$ cat src/rtl/ff_serializador_paralelo_pkg.sv
// ff_serializador_paralelo_pkg: shared FSM states and sizing constants for the serializer
package ff_serializador_paralelo_pkg;
    typedef enum logic [1:0] {IDLE, SHIFT, DONE} state_t;
    localparam int WIDTH_DEF  = 8;
    localparam int TX_COUNT_W = 8;
endpackage

$ cat src/rtl/ff_serializador_paralelo_if.sv
// ff_serializador_paralelo_if: parallel load handshake and serial output bundle
interface ff_serializador_paralelo_if
    import ff_serializador_paralelo_pkg::*;
#(
    parameter int WIDTH = WIDTH_DEF
);
    logic [WIDTH-1:0]      D;
    logic                  load;
    logic                  ready;
    logic                  sout;
    logic                  sout_valid;
    logic                  done;
    logic [TX_COUNT_W-1:0] tx_count;
    modport master (output D, load, input ready, sout, sout_valid, done, tx_count);
    modport slave  (input D, load, output ready, sout, sout_valid, done, tx_count);
endinterface

$ cat src/rtl/ff_serializador_paralelo.sv
// ff_serializador_paralelo: parallel-in serial-out shifter with load handshake and frame counter
module ff_serializador_paralelo
    import ff_serializador_paralelo_pkg::*;
#(
    parameter int WIDTH     = WIDTH_DEF,
    parameter bit MSB_FIRST = 1'b1
) (
    input  logic clk,
    input  logic rst,
    ff_serializador_paralelo_if.slave bus
);
    localparam int CW    = $clog2(WIDTH);
    localparam int FIRST = MSB_FIRST ? WIDTH - 1 : 0;
    state_t                state, state_next;
    logic [WIDTH-1:0]      sr, sr_next;
    logic [CW-1:0]         cnt, cnt_next;
    logic [TX_COUNT_W-1:0] tx_count;
    logic                  ready, sout, sout_valid, done;
    always_comb begin
        state_next = IDLE;
        sr_next    = sr;
        cnt_next   = cnt;
        case (state)
            IDLE: begin
                state_next = bus.load ? SHIFT : IDLE;
                sr_next    = bus.load ? bus.D : sr;
                cnt_next   = bus.load ? '0 : cnt;
            end
            SHIFT: begin
                state_next = (cnt == CW'(WIDTH - 1)) ? DONE : SHIFT;
                sr_next    = MSB_FIRST ? sr << 1 : sr >> 1;
                cnt_next   = cnt + 1'b1;
            end
            default: state_next = IDLE;
        endcase
    end
    // Outputs are registered from the next-state view so they line up with the state they describe.
    always_ff @(posedge clk or posedge rst) begin
        if (rst) begin
            state      <= IDLE;
            sr         <= '0;
            cnt        <= '0;
            tx_count   <= '0;
            ready      <= 1'b1;
            sout       <= 1'b0;
            sout_valid <= 1'b0;
            done       <= 1'b0;
        end else begin
            state      <= state_next;
            sr         <= sr_next;
            cnt        <= cnt_next;
            tx_count   <= (state == DONE) ? tx_count + 1'b1 : tx_count;
            ready      <= state_next == IDLE;
            sout       <= (state_next == SHIFT) && sr_next[FIRST];
            sout_valid <= state_next == SHIFT;
            done       <= state_next == DONE;
        end
    end
    assign bus.ready      = ready;
    assign bus.sout       = sout;
    assign bus.sout_valid = sout_valid;
    assign bus.done       = done;
    assign bus.tx_count   = tx_count;
endmodule

$ cat src/flat_wrapper.sv
// flat-port wrapper written by rule: the top's interface ports become plain ports
module ff_serializador_paralelo_flat import ff_serializador_paralelo_pkg::*;
#(
    parameter int WIDTH     = WIDTH_DEF,
    parameter bit MSB_FIRST = 1'b1
)
  (clk, rst, bus_D, bus_load, bus_ready, bus_sout, bus_sout_valid, bus_done, bus_tx_count);
  ff_serializador_paralelo_if #(.WIDTH(WIDTH)) bus_i ();
  input  logic clk;
  input  logic rst;
  input wire logic [$bits(bus_i.D)-1:0] bus_D;
  input wire logic [$bits(bus_i.load)-1:0] bus_load;
  output wire logic [$bits(bus_i.ready)-1:0] bus_ready;
  output wire logic [$bits(bus_i.sout)-1:0] bus_sout;
  output wire logic [$bits(bus_i.sout_valid)-1:0] bus_sout_valid;
  output wire logic [$bits(bus_i.done)-1:0] bus_done;
  output wire logic [$bits(bus_i.tx_count)-1:0] bus_tx_count;
  assign bus_i.D = bus_D;
  assign bus_i.load = bus_load;
  assign bus_ready = bus_i.ready;
  assign bus_sout = bus_i.sout;
  assign bus_sout_valid = bus_i.sout_valid;
  assign bus_done = bus_i.done;
  assign bus_tx_count = bus_i.tx_count;
  ff_serializador_paralelo #(.WIDTH(WIDTH), .MSB_FIRST(MSB_FIRST)) u_core (.clk(clk), .rst(rst), .bus(bus_i));
endmodule
$ cat config.mk
export PLATFORM = sky130hd
export DESIGN_NAME = ff_serializador_paralelo_flat
export DESIGN_NICKNAME = d
export VERILOG_FILES = /design/src/rtl/ff_serializador_paralelo_pkg.sv /design/src/rtl/ff_serializador_paralelo_if.sv /design/src/rtl/ff_serializador_paralelo.sv /design/src/flat_wrapper.sv
export SDC_FILE = /design/constraint.sdc
export NUM_CORES = 1
export LEC_CHECK = 0
export BUFFER_PORTS_ARGS = -buffer_cell sky130_fd_sc_hd__buf_2
export CAP_MARGIN = 20
export CELL_PAD_IN_SITES_DETAIL_PLACEMENT = 1
export CELL_PAD_IN_SITES_GLOBAL_PLACEMENT = 1
export CORE_MARGIN = 2
export CORE_UTILIZATION = 40
export DETAILED_ROUTE_END_ITERATION = 10
export MAX_ROUTING_LAYER = met4
export PLACE_DENSITY_LB_ADDON = 0.1
export SETUP_SLACK_MARGIN = 0.4
export SYNTH_ARGS = -nofsm -noshare
export SYNTH_HDL_FRONTEND = slang
export SYNTH_SLANG_ARGS = --single-unit
$ cat constraint.sdc
create_clock -name clk -period 1.44 [get_ports clk]
set_input_delay 0.144 -clock clk [delete_from_list [all_inputs] [get_ports clk]]
set_output_delay 0.144 -clock clk [all_outputs]
set_load 0.05 [all_outputs]
After elaboration in Yosys (flattened, before gate mapping)
Cells that the tools add are included.
{"block": "op_classes", "n_addsub": 2, "eq_ne": 6, "muxes": 7, "n_reduce_logical": 5}
{"operator": "8-bit one-hot mux with 2 select lines", "count": 1}
{"operator": "8-bit by 1-bit adder with 8-bit output (second input constant)", "count": 1}
{"operator": "8-bit 2-to-1 mux", "count": 1}
{"operator": "3-bit one-hot mux with 2 select lines", "count": 1}
{"operator": "2-bit by 1-bit equality test with 1-bit output (second input constant)", "count": 2}
{"operator": "2-bit equality test (second input constant)", "count": 2}
{"operator": "2-bit logical NOT", "count": 2}
{"operator": "2-bit one-hot mux with 2 select lines", "count": 1}
{"operator": "3-bit by 1-bit adder with 3-bit output (second input constant)", "count": 1}
{"operator": "3-bit equality test (second input constant)", "count": 1}
{"operator": "3-bit 2-to-1 mux", "count": 1}
{"operator": "2-bit 2-to-1 mux", "count": 1}
{"operator": "2-bit != test (second input constant)", "count": 1}
{"operator": "2-bit AND reduction", "count": 1}
{"operator": "2-bit nonzero test", "count": 1}
{"operator": "1-bit logical AND", "count": 1}
{"operator": "1-bit 2-to-1 mux", "count": 1}
{"block": "word_totals", "ff_bits": 25, "inputBits": 11}

Logic depth before layout (Yosys ltp)
{"block": "logic_depth", "word_depth": 5, "ltp_mapped": 5, "mapped_depth_nobuf": 3}

Least setup slack after synthesis
OpenSTA, ideal clock, no wires.
{"block": "synth_timing", "path_type": "register to register", "from": "reg u_core.tx_count[0], in the netlist u_core.bus.tx_count[0]", "to": "reg u_core.tx_count[1], in the netlist u_core.bus.tx_count[1]", "setup_ns": 0.125, "t_arrival_ns": 1.246, "setup_slack_ns": 0.069, "path_stages_with_launch": 3, "n_path_buf": 0, "period_less_slack_ns": 1.371, "path_cell_list": "dfrtp_1 ha_1 mux2_2"}
{"block": "synth_between", "elab_chain_cells": 1}
{"item": "from (decl)", "line_no": "ff_serializador_paralelo.sv:17", "rtl": "logic [TX_COUNT_W-1:0] tx_count;"}
{"item": "from (signal assigned)", "line_no": "ff_serializador_paralelo.sv:52", "rtl": "tx_count <= (state == DONE) ? tx_count + 1'b1 : tx_count;"}
{"item": "8-bit by 1-bit adder with 8-bit output", "line_no": "ff_serializador_paralelo.sv:52"}
Every way passes these cells.
A chain may end at the register's enable or synchronous reset.

Worst setup path in the final report
{"block": "layout_timing", "from": "reg u_core.state[0]", "to": "reg u_core.tx_count[1], in the netlist u_core.bus.tx_count[1]"}
{"block": "layout_between", "elab_chain_cells": 1}
{"item": "from (decl)", "line_no": "ff_serializador_paralelo.sv:14", "rtl": "state_t state, state_next;"}
{"item": "from (signal assigned)", "line_no": "ff_serializador_paralelo.sv:49", "rtl": "state <= state_next;"}
{"item": "2-bit equality test", "line_no": "ff_serializador_paralelo.sv:52"}
Every way passes these cells.

==> flow_metrics.env <==
export IMPL_syn_area_sq_um=1010
export IMPL_avgSynthCellArea_sq_um=12.1
export IMPL_hpwlAfterDp_um=1480
export IMPL_required_ns=1.66
export IMPL_finalHoldViolCount=0
export IMPL_grt_overflow=0
export IMPL_cts_tree="done"
export IMPL_worstSetupEndpointType="register"
export IMPL_dr_pass1_iters=4
export IMPL_grt_max_degree=25
export IMPL_yosysTopAreaCellShare_pct=57.1
export IMPL_synth_distinct_cells=23
export IMPL_syn_nets=97
export IMPL_wl_per_cell_um=17.0
export IMPL_clockBufferDepth=2
export IMPL_hold_class="in -> reg"
export IMPL_r2r_setup_slack_ns=0.25
export IMPL_ys_ff_latch=24
export IMPL_layout_drive_gt1_share_pct=65.9
export IMPL_drv_slew=0
export IMPL_yosys_warnings=0
export IMPL_cts_clk_slew_worst_paths_ns=0.14
export IMPL_cts_max_level=1
export IMPL_yosysTopAreaCell="dfrtp_1"
export IMPL_root_buffer="clkbuf_4"
export IMPL_critPathKind="reg -> reg"
export IMPL_portBuffers=22
export IMPL_syn_to_final_growth_pct=60.9
export IMPL_ios=23
export IMPL_clock_skew_ns=0.00825
export IMPL_grt_first_pass_wirelength_um=4350
export IMPL_worstMarginPinSlew_ns=0.306
export IMPL_synthTopCellsByArea="dfrtp_1 57%, xnor2_1 5.2%, a22oi_1 4.5%"
export IMPL_clk_latency_ns=0.32
export IMPL_fin_util_pct=66.6
export IMPL_crit_path_max_fanout=5
export IMPL_peakVddDrop_v=0.00129
export IMPL_drc=0
export IMPL_core_area_sq_um=2430
export IMPL_cts_num_sinks=24
export IMPL_status="complete, no violations"
export IMPL_relSlewSlack_pct=79.6
export IMPL_diodes=0
export IMPL_rsz0062_at_grt="true"
export IMPL_finalWirelength_um=2810
export IMPL_max_cap_viol_count=0
export IMPL_grtUsageTotal_pct=22.7
export IMPL_synth_edf_count=0
export IMPL_yosysSeqAreaShare_pct=59.8
export IMPL_setup_viol=0
export IMPL_grt_pass1_vias=924
export IMPL_antenna_found_initial=0
export IMPL_synth_cells=83
export IMPL_fin_tns_setup_ns=0
export IMPL_die_area_sq_um=2940
export IMPL_vias_per_cell=5.13
export IMPL_clock_fmax_mhz=840
export IMPL_synth_common_cells="23 x dfrtp_1, 8 x nand2_1, 6 x a22oi_1, 6 x o21ai_0, 6 x xnor2_1"
export IMPL_initialDrtViolationCount=3
export IMPL_antenna_left=0
export IMPL_power_density_nw_per_um2=1690
export IMPL_critPathLaunchType="register"
export IMPL_start_util_pct=41.4
export IMPL_vias=846
export IMPL_yosys_most_used_dff="dfrtp_1"
export IMPL_period_needed_ns=1.19
export IMPL_dieHeight_um=54.2
export IMPL_yosysMostFrequentCell="dfrtp_1"
export IMPL_cp_arrival_ns=1.41
export IMPL_cts_buffers=3
export IMPL_post_route_period_util_pct=82.7
export IMPL_fp_row_count=18
export IMPL_gp_congestion=0.706
export IMPL_cellLeakagePower_nw=0.799
export IMPL_nets=150
export IMPL_ys_async_sr_fraction_pct=100
export IMPL_die_w_um=54.2
[layout by cell type, fill, tap and decap left out, types with 3 or more instances in the layout]
| cell type | Yosys | layout |
|---|---|---|
| xnor2_1 | 6 | 6 |
| nand4_1 | 4 | 4 |
| a22oi_1 | 6 | 4 |
| buf_4 | 1 | 20 |
| nand2_4 | 0 | 3 |
| dfrtp_1 | 23 | 15 |
| inv_1 | 4 | 4 |
| dfrtp_2 | 0 | 8 |
| buf_2 | 2 | 10 |
| clkbuf_4 | 0 | 3 |
| buf_6 | 0 | 20 |
| nand2_2 | 0 | 3 |
| o21ai_2 | 0 | 4 |
| a22o_1 | 3 | 3 |
[per-layer routing]
metal | vias up | wire length (um) | GRT usage (%)
li1 | 396 | - | -
met1 | 426 | 1170 | 24.5
met2 | 18 | 1500 | 39.0
met3 | 6 | 71 | 2.78
met4 | 0 | 76 | 14.6
met5 | - | 0 | -
[per-stage QoR]
stage               instance area (sq um)  power [mW]  hold WS, ns  std cells  setup slack, ns
floorplan                            1060        1.70        0.157         83            0.241
global placement                     1210        1.85        0.203        136            0.182
detailed placement                   1210        1.88        0.217        136            0.120
CTS                                  1550        2.61       0.0604        161            0.264
global route                         1620        2.90       0.0604        165            0.212
finish                               1620        2.75       0.0599        165            0.249
[power by group]
| part | internal, mW | total (mW) | switching, mW |
|---|---|---|---|
| logic | 0.709 | 1.37 | 0.659 |
| clock network | 0.109 | 0.321 | 0.213 |
| registers | 0.876 | 1.06 | 0.181 |
[state kept, by name, indices dropped and copies added (netlist names)]
register	cells
u_core.bus.ready	1
u_core.bus.sout	1
u_core.bus.done	1
u_core.cnt	3
u_core.bus.sout_valid	1
u_core.bus.tx_count	8
u_core.state	2
u_core.sr	7
[cell families (layout without fill, tap and decap cells)]
logic type / after synthesis / in the layout / share of synthesized area (%)
flops: 24 / 24 / 59.8
xor+xnor: 7 / 7 / 6.09
buf+inv: 8 / 60 / 3.73
compound gates: 20 / 20 / 14.3
mux: 2 / 2 / 2.24
fa+ha+maj: 3 / 3 / 3.73
simple gates: 19 / 19 / 10.2
[worst paths after layout]
check / startpoint / end / depth (start not counted)
min in group asynchronous: rst / u_core.sr[4] / 4
max reg2reg: u_core.state[0] / u_core.bus.tx_count[1] / 2
max: u_core.state[0] / u_core.bus.tx_count[1] / 2
min reg2reg: u_core.cnt[1] / u_core.cnt[1] / 1
min: bus_D[0] / u_core.sr[0] / 2
max in group asynchronous: rst / u_core.bus.ready / 4
[final cells by class]
class / instances / area [sq um]
Fill cell: 246 / 812
Sequential cell: 24 / 612
Multi-Input combinational cell: 51 / 479
Timing Repair Buffer: 52 / 450
Tap cell: 30 / 37.5
Clock buffer: 4 / 26.3
Inverter: 4 / 15.0
[worst max-delay path, stage by stage, from the launching register on]
cell and delay (ns):
dfrtp_2 0.49, nor2b_2 0.24, mux2_2 0.36
[what timing repair did]
| action | 4_1_cts | 5_1_grt |
|---|---|---|
| hold endpoints to repair | 23 | 0 |
| setup endpoints to repair | 36 | 35 |
| hold buffers | 1 | 0 |
| setup buffers | 20 | 4 |
| gates resized for setup | 47 | 12 |
| pin swaps | 16 | 5 |
Power figures use the tool's default switching activity.
